[src/rtl/ctrl_pkg.sv]
// Shared opcode/funct encodings, ALU and memory-size codes, and the ID/EX
// control bundle for the pipeline control unit.
package ctrl_pkg;

  localparam logic [5:0] OP_RTYPE = 6'b000000;
  localparam logic [5:0] OP_J     = 6'b000010;
  localparam logic [5:0] OP_BEQ   = 6'b000100;
  localparam logic [5:0] OP_BNE   = 6'b000101;
  localparam logic [5:0] OP_ADDI  = 6'b001000;
  localparam logic [5:0] OP_ANDI  = 6'b001100;
  localparam logic [5:0] OP_ORI   = 6'b001101;
  localparam logic [5:0] OP_XORI  = 6'b001110;
  localparam logic [5:0] OP_LB    = 6'b100000;
  localparam logic [5:0] OP_LH    = 6'b100001;
  localparam logic [5:0] OP_LW    = 6'b100011;
  localparam logic [5:0] OP_LBU   = 6'b100100;
  localparam logic [5:0] OP_LHU   = 6'b100101;
  localparam logic [5:0] OP_LWU   = 6'b100111;
  localparam logic [5:0] OP_SB    = 6'b101000;
  localparam logic [5:0] OP_SH    = 6'b101001;
  localparam logic [5:0] OP_SW    = 6'b101011;

  localparam logic [5:0] F_SLL   = 6'b000000;
  localparam logic [5:0] F_SRL   = 6'b000010;
  localparam logic [5:0] F_SRA   = 6'b000011;
  localparam logic [5:0] F_SLLV  = 6'b000100;
  localparam logic [5:0] F_SRLV  = 6'b000110;
  localparam logic [5:0] F_SRAV  = 6'b000111;
  localparam logic [5:0] F_MFHI  = 6'b010000;
  localparam logic [5:0] F_MFLO  = 6'b010010;
  localparam logic [5:0] F_MULT  = 6'b011000;
  localparam logic [5:0] F_MULTU = 6'b011001;
  localparam logic [5:0] F_DIV   = 6'b011010;
  localparam logic [5:0] F_DIVU  = 6'b011011;
  localparam logic [5:0] F_ADD   = 6'b100000;
  localparam logic [5:0] F_ADDU  = 6'b100001;
  localparam logic [5:0] F_SUB   = 6'b100010;
  localparam logic [5:0] F_SUBU  = 6'b100011;
  localparam logic [5:0] F_AND   = 6'b100100;
  localparam logic [5:0] F_OR    = 6'b100101;
  localparam logic [5:0] F_XOR   = 6'b100110;
  localparam logic [5:0] F_NOR   = 6'b100111;
  localparam logic [5:0] F_SLT   = 6'b101010;
  localparam logic [5:0] F_SLTU  = 6'b101011;

  typedef enum logic [1:0] {
    ALU_ADD   = 2'b00,
    ALU_SUB   = 2'b01,
    ALU_FUNCT = 2'b10
  } alu_op_e;

  typedef enum logic [1:0] {
    SIZE_BYTE = 2'b00,
    SIZE_HALF = 2'b01,
    SIZE_WORD = 2'b10
  } mem_size_e;

  typedef struct packed {
    logic      reg_dst;
    logic      branch;
    logic      bne;
    logic      mem_read;
    logic      mem_to_reg;
    logic      mem_write;
    logic      alu_src;
    logic      reg_write;
    logic      jump;
    logic      shift;
    logic      md_start;
    alu_op_e   alu_op;
    mem_size_e mem_size;
    logic      mem_unsigned;
  } ctrl_t;

  localparam ctrl_t CTRL_BUBBLE = '0;

  // Loads and stores encode their access width in op[1:0]: 00 byte, 01 half, 11 word.
  function automatic mem_size_e size_of(input logic [5:0] op);
    case (op[1:0])
      2'b00:   return SIZE_BYTE;
      2'b01:   return SIZE_HALF;
      default: return SIZE_WORD;
    endcase
  endfunction

endpackage

[src/rtl/ctrl_decode.sv]
// Combinational main-control decoder: opcode/funct to control bundle,
// plus source-usage and illegal-instruction flags.
module ctrl_decode
  import ctrl_pkg::*;
(
  input  logic [5:0] op,
  input  logic [5:0] funct,
  output ctrl_t      ctrl,
  output logic       uses_rt,
  output logic       mf_op,
  output logic       illegal
);

  always_comb begin
    ctrl    = CTRL_BUBBLE;
    uses_rt = 1'b0;
    mf_op   = 1'b0;
    illegal = 1'b0;

    case (op)
      OP_RTYPE: begin
        ctrl.reg_dst   = 1'b1;
        ctrl.reg_write = 1'b1;
        ctrl.alu_op    = ALU_FUNCT;
        uses_rt        = 1'b1;
        case (funct)
          F_SLL, F_SRL, F_SRA: ctrl.shift = 1'b1;
          F_MFHI, F_MFLO:      mf_op = 1'b1;
          F_MULT, F_MULTU, F_DIV, F_DIVU: begin
            ctrl.md_start  = 1'b1;
            ctrl.reg_write = 1'b0;
          end
          F_SLLV, F_SRLV, F_SRAV, F_ADD, F_ADDU, F_SUB, F_SUBU,
          F_AND, F_OR, F_XOR, F_NOR, F_SLT, F_SLTU: ;
          default: illegal = 1'b1;
        endcase
      end
      OP_LB, OP_LH, OP_LW, OP_LBU, OP_LHU, OP_LWU: begin
        ctrl.mem_read     = 1'b1;
        ctrl.mem_to_reg   = 1'b1;
        ctrl.alu_src      = 1'b1;
        ctrl.reg_write    = 1'b1;
        ctrl.alu_op       = ALU_ADD;
        ctrl.mem_size     = size_of(op);
        ctrl.mem_unsigned = op[2];
      end
      OP_SB, OP_SH, OP_SW: begin
        ctrl.mem_write = 1'b1;
        ctrl.alu_src   = 1'b1;
        ctrl.alu_op    = ALU_ADD;
        ctrl.mem_size  = size_of(op);
        uses_rt        = 1'b1;
      end
      OP_ADDI, OP_ANDI, OP_ORI, OP_XORI: begin
        ctrl.alu_src   = 1'b1;
        ctrl.reg_write = 1'b1;
        ctrl.alu_op    = ALU_FUNCT;
      end
      OP_BEQ, OP_BNE: begin
        ctrl.branch = 1'b1;
        ctrl.bne    = op[0];
        ctrl.alu_op = ALU_SUB;
        uses_rt     = 1'b1;
      end
      OP_J: ctrl.jump = 1'b1;
      default: illegal = 1'b1;
    endcase

    if (illegal) begin
      ctrl    = CTRL_BUBBLE;
      uses_rt = 1'b0;
      mf_op   = 1'b0;
    end
  end

endmodule

[src/rtl/control_pipe_unit.sv]
// Registered main control and hazard unit between IF/ID and ID/EX: load-use
// and MULT/DIV interlocks, branch/jump flushes, and the ID/EX control register.
module control_pipe_unit #(
  parameter int unsigned MD_LAT = 4,
  parameter int unsigned RA_W   = 5
) (
  input  logic            clk,
  input  logic            reset,
  input  logic            enable,
  input  logic [5:0]      id_op,
  input  logic [5:0]      id_funct,
  input  logic [RA_W-1:0] id_rs,
  input  logic [RA_W-1:0] id_rt,
  input  logic            branch_taken,
  output logic            ex_reg_dst,
  output logic            ex_branch,
  output logic            ex_bne,
  output logic            ex_mem_read,
  output logic            ex_mem_to_reg,
  output logic            ex_mem_write,
  output logic            ex_alu_src,
  output logic            ex_reg_write,
  output logic            ex_jump,
  output logic            ex_shift,
  output logic            ex_md_start,
  output logic [1:0]      ex_alu_op,
  output logic [1:0]      ex_mem_size,
  output logic            ex_mem_unsigned,
  output logic [RA_W-1:0] ex_rt,
  output logic            pc_write,
  output logic            if_id_write,
  output logic            if_flush,
  output logic            md_busy,
  output logic            illegal
);
  import ctrl_pkg::*;

  localparam int unsigned CW = (MD_LAT < 1) ? 1 : $clog2(MD_LAT + 1);

  ctrl_t           dec_ctrl;
  logic            dec_uses_rt;
  logic            dec_mf;
  logic            dec_illegal;

  ctrl_t           ex_ctrl;
  ctrl_t           nxt_ctrl;
  logic [RA_W-1:0] nxt_rt;
  logic            nxt_illegal;
  logic [CW-1:0]   md_cnt;
  logic            load_use;
  logic            md_hazard;

  ctrl_decode u_decode (
    .op      (id_op),
    .funct   (id_funct),
    .ctrl    (dec_ctrl),
    .uses_rt (dec_uses_rt),
    .mf_op   (dec_mf),
    .illegal (dec_illegal)
  );

  assign md_busy = (md_cnt != '0);

  assign load_use = ex_ctrl.mem_read && (ex_rt != '0) &&
                    ((ex_rt == id_rs) || (dec_uses_rt && (ex_rt == id_rt)));

  // The dependent op is released on the last busy cycle: it reaches EX
  // exactly as the counter hits zero, so HI/LO is ready when it is used.
  assign md_hazard = (md_cnt > CW'(1)) && (dec_mf || dec_ctrl.md_start);

  always_comb begin
    nxt_ctrl    = dec_ctrl;
    nxt_rt      = dec_illegal ? '0 : id_rt;
    nxt_illegal = dec_illegal;
    pc_write    = 1'b1;
    if_id_write = 1'b1;
    if_flush    = 1'b0;

    if (branch_taken) begin
      nxt_ctrl    = CTRL_BUBBLE;
      nxt_rt      = '0;
      nxt_illegal = 1'b0;
      if_flush    = 1'b1;
    end else if (!enable || md_hazard || load_use) begin
      nxt_ctrl    = CTRL_BUBBLE;
      nxt_rt      = '0;
      nxt_illegal = 1'b0;
      pc_write    = 1'b0;
      if_id_write = 1'b0;
    end else if (dec_ctrl.jump) begin
      if_flush = 1'b1;
    end
  end

  always_ff @(posedge clk) begin
    if (reset) begin
      ex_ctrl <= CTRL_BUBBLE;
      ex_rt   <= '0;
      illegal <= 1'b0;
      md_cnt  <= '0;
    end else begin
      ex_ctrl <= nxt_ctrl;
      ex_rt   <= nxt_rt;
      illegal <= nxt_illegal;
      if (nxt_ctrl.md_start)
        md_cnt <= CW'(MD_LAT);
      else if (md_busy)
        md_cnt <= md_cnt - 1'b1;
    end
  end

  assign ex_reg_dst      = ex_ctrl.reg_dst;
  assign ex_branch       = ex_ctrl.branch;
  assign ex_bne          = ex_ctrl.bne;
  assign ex_mem_read     = ex_ctrl.mem_read;
  assign ex_mem_to_reg   = ex_ctrl.mem_to_reg;
  assign ex_mem_write    = ex_ctrl.mem_write;
  assign ex_alu_src      = ex_ctrl.alu_src;
  assign ex_reg_write    = ex_ctrl.reg_write;
  assign ex_jump         = ex_ctrl.jump;
  assign ex_shift        = ex_ctrl.shift;
  assign ex_md_start     = ex_ctrl.md_start;
  assign ex_alu_op       = ex_ctrl.alu_op;
  assign ex_mem_size     = ex_ctrl.mem_size;
  assign ex_mem_unsigned = ex_ctrl.mem_unsigned;

endmodule

[config.mk]
export PLATFORM = sky130hd
export DESIGN_NAME = control_pipe_unit
export DESIGN_NICKNAME = d
export VERILOG_FILES = /design/src/rtl/ctrl_pkg.sv /design/src/rtl/ctrl_decode.sv /design/src/rtl/control_pipe_unit.sv
export SDC_FILE = /design/constraint.sdc
export NUM_CORES = 1
export LEC_CHECK = 0
export ABC_AREA = 1
export CAP_MARGIN = 20
export CORE_MARGIN = 5
export CORE_UTILIZATION = 46
export CTS_CLUSTER_SIZE = 8
export DETAILED_ROUTE_END_ITERATION = 10
export MAX_ROUTING_LAYER = met4
export PLACE_DENSITY = 0.82
export SYNTH_ARGS = -nofsm -noshare
export SYNTH_HDL_FRONTEND = slang
export SYNTH_SLANG_ARGS = --single-unit
[constraint.sdc]
create_clock -name clk -period 4.2 [get_ports clk]
set_input_delay 0.84 -clock clk [delete_from_list [all_inputs] [get_ports clk]]
set_output_delay 0.84 -clock clk [all_outputs]
set_load 0.05 [all_outputs]
* Word level (Yosys, flattened, before mapping) *
Index checks and enable logic that the tools add are counted.

cells by class
  $add $sub $neg = 1
  order comparisons = 1
  equal/unequal tests = 40
  muxes and demuxes = 32
  bitwise logic cells = 4
  reduce and logical (&&, ||, !) cells = 35

operators with widths
  kind                                                 count
  equality test 6 bit, second input constant           19
  equality test 6 x 5 -> 1 bit, second input constant  6
  equality test 6 x 3 -> 1 bit, second input constant  5
  OR reduction 5 bit                                   5
  equality test 6 x 4 -> 1 bit, second input constant  4
  OR reduction 22 bit                                  1
  two-way mux 1 bit                                    19
  equality test 6 x 2 -> 1 bit, second input constant  3
  OR reduction 16 bit                                  1
  OR reduction 13 bit                                  1
  zero test 6 bit                                      2
  two-way mux 6 bit                                    2
  OR reduction 6 bit                                   2
  equality test 5 bit                                  2
  OR reduction 10 bit                                  1
  OR reduction 3 bit                                   3
  OR reduction 9 bit                                   1
  two-way mux 2 bit                                    4
  two-way mux 8 bit                                    1
  case mux 2 bit (2 select lines)                      2
  OR reduction 4 bit                                   2
  two-way mux 3 bit                                    2
  OR reduction 2 bit                                   3
  nonzero test 5 bit                                   1
  11 further kinds                                     21

storage, ports and cells
  bits in registers = 25
  input port bits = 26
  output and inout port bits = 26
  word-level logic and storage cells = 131

* Logic depth before layout (Yosys ltp) *
Gate-level depths: netlist (run 1).

  depth in word-level cells = 12
  depth in mapped cells = 14
  depth with buffers taken out = 14

* By module *
From an unflattened synthesis (run 1), not the netlist that was laid out.

second synthesis, totals
  cell total of the unflattened synthesis = 223
  area, all modules = 1478.9 um^2

modules (own cells, without submodules)
  module             instances  cells an instance  area an instance (um^2)  seq. area each (um^2)
  control_pipe_unit  1          152                1118.6                   500.5
  ctrl_decode        1          71                 360.3                    0.0

* Worst setup path before layout (run 1) *
OpenSTA, ideal clock, no wires.

  path type = input-to-output
  start = in id_op[3]
  end = out if_flush
  data arrival time = 2.751 ns
  required time = 3.360 ns
  slack = 0.609 ns
  stages = 11
  buffers on the path = 0
  path through = nor2_1 > nand3_2 > inv_2 > nand2_1 > nor2_1 > nand2_1 > nand3_1 > nand2_1 > nand2_2 > nand2_1 > o21ai_0

between the ends
  longest elaborated chain between the ends = 10
  elaborated cells on any way between the ends = 37
  classes of those cells = eq/ne (16); mux (11); reduce/logical (10)

RTL lines
  item                                                                  line                                              RTL
  start, declared                                                       control_pipe_unit.sv:10                           input logic [5:0] id_op,
  equality test 6 x 2 -> 1 bit, or another cell as far along            ctrl_decode.sv:20                                 case (op)
  OR reduction 16 bit (no line) or OR reduction 6 bit (tied branches)   --
  case mux 1 bit (2 select lines) or two-way mux 1 bit (tied branches)  ctrl_decode.sv:20
  two-way mux 1 bit or two-way mux 8 bit (tied branches)                ctrl_decode.sv:69                                 if (illegal) begin
  logical OR 1 bit or logical AND 1 bit (tied branches)                 control_pipe_unit.sv:69, control_pipe_unit.sv:65
  logical AND 1 bit or logical OR 1 bit (tied branches)                 control_pipe_unit.sv:69, control_pipe_unit.sv:65
  logical OR 1 bit or logical AND 1 bit (tied branches)                 control_pipe_unit.sv:84, control_pipe_unit.sv:64
  logical OR 1 bit                                                      control_pipe_unit.sv:84                           end else if (!enable || md_hazard || load_use) begin
  two-way mux 1 bit *                                                   control_pipe_unit.sv:84
  two-way mux 1 bit *                                                   control_pipe_unit.sv:79                           if (branch_taken) begin
  end, declared                                                         control_pipe_unit.sv:32                           output logic if_flush,

Mark *: on every way between the ends. The rest lies on a longest branch, timed or not.

* Worst setup path in the final report (run 1) *
Ends and elaborated chain as after synthesis.

==> run metrics, run 1 <==
status=finished, final reports clean; Worst setup EP type=primary output; Die Y=63.01 um; Fmax=0.2715 GHz; Root Driver=clkbuf_4; PortBufs=51; vias in the first global route=1,201; Worst slew margin=65.17%; post-CTS sizing=0; Crit path required time=3.36 ns; layout cells sized above 1=6.531%; Main synth FF type=dfxtp_1; register area share after synthesis=37.17%; Setup CP Type=primary input to primary output; Area Growth Syn to Fin=44.63%; RSZ-0062 raised after global routing=no; GRT overflow=0; vias post-DR=1,317; CTS Buf Count=3; fin crit share=87.68%; FF/Latch Area=480.5 um^2; max-cap viol count=0; crit path max fanout=7; Cell Area, Synth=1292 um^2; first-pass GRT wire length=5030 um; WL/cell=10.82 um; cells after synthesis=193; Final Max Tran Viols=0; Routed Wire Length=2985 um; power per standard cell area=308.8 nW/um^2; Post-route DRC=0; largest cells by area after synthesis=dfxtp_1 (37%), nand2_1 (12%), nor2_1 (11%), inv_1 (9.6%), nand3_1 (4.6%); dpl cell area=1833 um^2; GRT Util Overall=15.81%; Final Setup Violations=0; Synth Warn #=0; Clk pin slew, worst setup/hold paths=0.12 ns; vias per cell=4.772; post-route ant nets=0; Hold Slack=0.5996 ns; Fin Clk Skew=0.002307 ns; CTS sink count=24; endpoints failing hold=0; deepest clock path buffer count=2; top cells by count, synth=nand2_1 (42), nor2_1 (38), inv_1 (33), dfxtp_1 (24), nand3_1 (12); crit path launch type=primary input; area occupied by multi-input gates=654.4 um^2; Syn Nets=222; DRT iter0 DRCs=68; DP Worst Slack=0.5348 ns; arrival time at the worst endpoint=2.84 ns; Die Area=3970 um^2; Starting Density=47.28%; Antenna diodes=0; minimum clock period=3.683 ns; post-synth top area share=37.17%; number of synthesized flops with an enable pin=0; Placer Congestion=0.8710; fin nets=275; TritonRoute pass-1 iters=4; CTS tree=done; # rows=19; Setup Fix Bufs, Post-CTS=0; largest net degree at the start of global routing=18; top-count cell post-synth=nand2_1; Die X=63.01 um; library cells used by synthesis=24; boundary pin count=52; clk_lat worst skew=0.31 ns; Leak=0.8388 nW; antenna violations before repair=0; worst setup margin=0.5174 ns; #FFs+latches synth=24; Peak supply drop=0.0004127 V; Hold Buf Count CTS=0; post-route cell area=1869 um^2; HPWL Detailed=2488 um; Worst Tran Pin Value=0.5208 ns; # fillers=245; H-tree depth=1; setup TNS=0 ns; core area=2734 um^2; mean post-synth cell area=6.697 um^2; asr flop ratio synth=0%; utilization after layout=68.38%; Yosys top cell by area=dfxtp_1; Min-Delay Path Class=register to register
## worst paths after layout
kind                                              from                         to  slack, ns  cells past startpoint
worst min register to register  md_cnt[2]$_SDFFE_PP0P_     md_cnt[2]$_SDFFE_PP0P_       0.60                      3
worst max-delay path                          id_op[3]                   if_flush       0.52                     13
worst min-delay path            md_cnt[2]$_SDFFE_PP0P_     md_cnt[2]$_SDFFE_PP0P_       0.60                      3
worst max register to register  md_cnt[1]$_SDFFE_PP0P_  ex_mem_size[1]$_SDFF_PP0_       2.46                      6
## metal layers
metal / vias to the layer above / global-route usage (%) / routed length, um
met5: - / - / 0
met1: 566 / 17.87 / 1313
li1: 692 / - / -
met3: 7 / 1.799 / 194
met4: 0 / 8.753 / 88
met2: 52 / 26.79 / 1389
## logic make-up after synthesis
logic type	after synthesis	synth area share (%)
simple gates	107	36.21
buf+inv	38	12.20
flops	24	37.17
compound gates	12	5.421
xor+xnor	9	6.099
fa+ha+maj	3	2.904
## where the power goes
| part | leakage [nW] | switching, mW | internal [mW] |
|---|---|---|---|
| logic | 0.624 | 0.124 | 0.0814 |
| registers | 0.194 | 0.00989 | 0.243 |
| clock network | 0.0210 | 0.0661 | 0.0531 |
| total | 0.839 | 0.200 | 0.377 |
## sequential cells by signal (all words and copies together), names as in the netlist
signal           flops
ex_rt                5
ex_mem_write         1
ex_reg_write         1
illegal              1
ex_bne               1
ex_md_start          1
ex_reg_dst           1
ex_shift             1
ex_jump              1
ex_mem_unsigned      1
md_cnt               3
ex_alu_src           1
ex_mem_size          2
ex_alu_op            2
ex_branch            1
ex_mem_read          1
## final cells by class
cell class	instances	share of cell area (%)
clock buffer	4	1.941
tap	31	2.075
sequential	24	25.70
inverter	35	7.028
multi-input combinational	131	35.01
timing repair buffer	51	28.25
## critical path: stages
cell,delay [ns]
clkdlybuf4s50_1,0.51
nor2_1,0.21
nand3_2,0.14
inv_2,0.09
nand2_1,0.05
nor2_1,0.08
nand2_1,0.07
nand3_1,0.09
nand2_1,0.06
nand2_2,0.11
nand2_1,0.07
o21ai_0,0.33
buf_12,0.19
## through the flow
| stage | total power, mW | cells |
|---|---|---|
| 2_1_floorplan | 0.3873 | 193 |
| 3_3_place_gp | 0.4545 | 272 |
| 3_5_place_dp | 0.4629 | 272 |
| 4_1_cts | 0.5851 | 276 |
| 5_1_grt | 0.6199 | 276 |
| 6_report | 0.5773 | 276 |
## layout by cell type, fill, tap and decap left out
cell             instances
nand2_2                  1
nand3_2                  1
nor2_4                   1
o41ai_1                  1
inv_2                    2
nand3_1                 12
ha_1                     3
clkdlybuf4s50_1         48
nor3_1                   8
nor2_2                   2
nor2_1                  38
o21ai_0                  3
dfxtp_1                 24
xor2_1                   6
buf_12                   2
a21boi_1                 1
xnor2_1                  3
clkbuf_4                 3
nand2_1                 42
nand4_1                  1
nand4_4                  1
a21oi_1                  5
clkbuf_8                 1
a21oi_2                  1
inv_1                   33
o21ai_1                  1
buf_4                    1
Power figures use the tool's default switching activity.
==> run 2: changes to the inputs <==
- CORE_MARGIN: 5 -> 3
==> run metrics, run 2 (synthesis gave the netlist of run 1 again) <==
boundary pin count=52; Largest register FFs=5; DRT iter0 DRCs=49; delay-heaviest family, CP=simple AND/OR/NAND/NOR gates; Worst Tran Pin Value=0.5119 ns; status=finished, final reports clean; RSZ-0062 raised after global routing=no; Die X=59.01 um; DP Worst Slack=0.5625 ns; largest net degree at the start of global routing=18; Leak=0.8332 nW; Root Driver=clkbuf_4; CP bufs+invs=3; post-route ant nets=0; FF/Latch Area=480.5 um^2; Placer Congestion=0.8752; Die Y=59.01 um; # rows=18; Area Growth Syn to Fin=43.56%; worst r2r path cells=6; Clk pin slew, worst setup/hold paths=0.13 ns; commonest cells after routing, fill and taps aside=clkdlybuf4s50_1 (48), nand2_1 (42), nor2_1 (38); core area=2567 um^2; Crit path required time=3.36 ns; CTS Buf Count=3; crit-path cells=clkdlybuf4s50_1 -> nor2_1 -> nand3_2 -> inv_2 -> nand2_1 -> nor2_1 -> nand2_1 -> nand3_1 -> nand2_1 -> nand2_2 -> nand2_1 -> o21ai_0 -> buf_12; setup TNS=0 ns; worst setup margin=0.5447 ns; worst setup path startpoint=id_op[3]; first-pass GRT wire length=4836 um; Final Setup Violations=0; Final Max Tran Viols=0; Starting Density=50.34%; PortBufs=51; max-cap viol count=0; utilization after layout=72.27%; WL/cell=10.63 um; fin crit share=87.03%; CTS sink count=24; CTS tree=done; endpoints failing hold=0; GRT overflow=0; Top reg by flops=ex_rt; Setup Fix Bufs, Post-CTS=0; Hold Buf Count CTS=0; Routed Wire Length=2924 um; crit path launch type=primary input; Slowest-stage cell, CP=clkdlybuf4s50_1; antenna violations before repair=0; Min-Delay Path Class=register to register; GRT Util Overall=18.50%; H-tree depth=1; # fillers=244; Critical R2R Capture=ex_bne$_SDFF_PP0_; Worst setup EP type=primary output; deepest clock path buffer count=2; post-CTS sizing=0; worst setup path end=if_flush; HPWL Detailed=2375 um; Setup CP Type=primary input to primary output; Antenna diodes=0; Largest regs=ex_rt: 5 flops, md_cnt: 3 flops; vias per cell=4.844; TritonRoute pass-1 iters=4; fin nets=275; minimum clock period=3.655 ns; Fmax=0.2736 GHz; power per standard cell area=308.9 nW/um^2; vias in the first global route=1,154; Post-route DRC=0; Peak supply drop=0.0003126 V; commonest non-fill, non-tap cell in the layout=clkdlybuf4s50_1; Worst slew margin=65.76%; setup slack, reg-to-reg=2.47 ns; Fin Clk Skew=0.008399 ns; Worst path depth=13; area occupied by multi-input gates=654.4 um^2; crit path max fanout=7; vias post-DR=1,332; clk_lat worst skew=0.32 ns; Crit path top cell by count=nand2_1; worst flop-to-flop path startpoint=md_cnt[1]$_SDFFE_PP0P_; CP max stage delay=0.52 ns; Die Area=3482 um^2; arrival time at the worst endpoint=2.82 ns; layout cells sized above 1=6.531%
## run 2: cell count changes in the layout (fill, tap and decap cells not counted)
cell    delta
buf_12     -1
buf_4      +1
## run 2: worst min-delay path, delay by kind of cell, from the launching register on
family,cells,cell delay (ns)
AOI/OAI and AO/OA,1,0.16
DFF,1,0.35
and+or+nand+nor,1,0.04
## run 2: final cells by class
cell class | count | share of cell area [%]
repair buffers | 51 | 27.78
flip-flops and latches | 24 | 25.89
multi-input cells | 131 | 35.27
well taps | 30 | 2.023
inverters | 35 | 7.080
clock buffers | 4 | 1.955
## run 2: how the worst min path moves through the flow
stage                                        end              startpoint  cells after the start
after detailed placement  md_cnt[1]$_SDFFE_PP0P_  md_cnt[1]$_SDFFE_PP0P_                      2
final                     md_cnt[1]$_SDFFE_PP0P_  md_cnt[1]$_SDFFE_PP0P_                      2
after global routing      md_cnt[1]$_SDFFE_PP0P_  md_cnt[1]$_SDFFE_PP0P_                      2
after CTS                 md_cnt[1]$_SDFFE_PP0P_  md_cnt[1]$_SDFFE_PP0P_                      2
after floorplan           md_cnt[1]$_SDFFE_PP0P_  md_cnt[1]$_SDFFE_PP0P_                      2
after global placement    md_cnt[1]$_SDFFE_PP0P_  md_cnt[1]$_SDFFE_PP0P_                      2
## run 2: report_power, final
part	leakage (nW)	switching (mW)	internal, mW
clock network	0.0210	0.0676	0.0530
logic	0.618	0.120	0.0799
registers	0.194	0.0102	0.243
total	0.833	0.198	0.375
## run 2: routing by layer
metal | GRT usage, % | share of wire, %
met1 | 23.92 | 46
met2 | 29.50 | 46
met3 | 2.397 | 6.6
met4 | 6.796 | 1.6
met5 | - | 0
## run 2: metrics by stage
step	hold WS, ns	cells	total power, mW	area [um^2]
floorplan	0.5167	193	0.3873	1292
global placement	0.5458	271	0.4530	1819
detailed placement	0.5517	271	0.4559	1819
CTS	0.5736	275	0.5761	1856
global route	0.6437	275	0.6140	1856
finish	0.5738	275	0.5731	1856
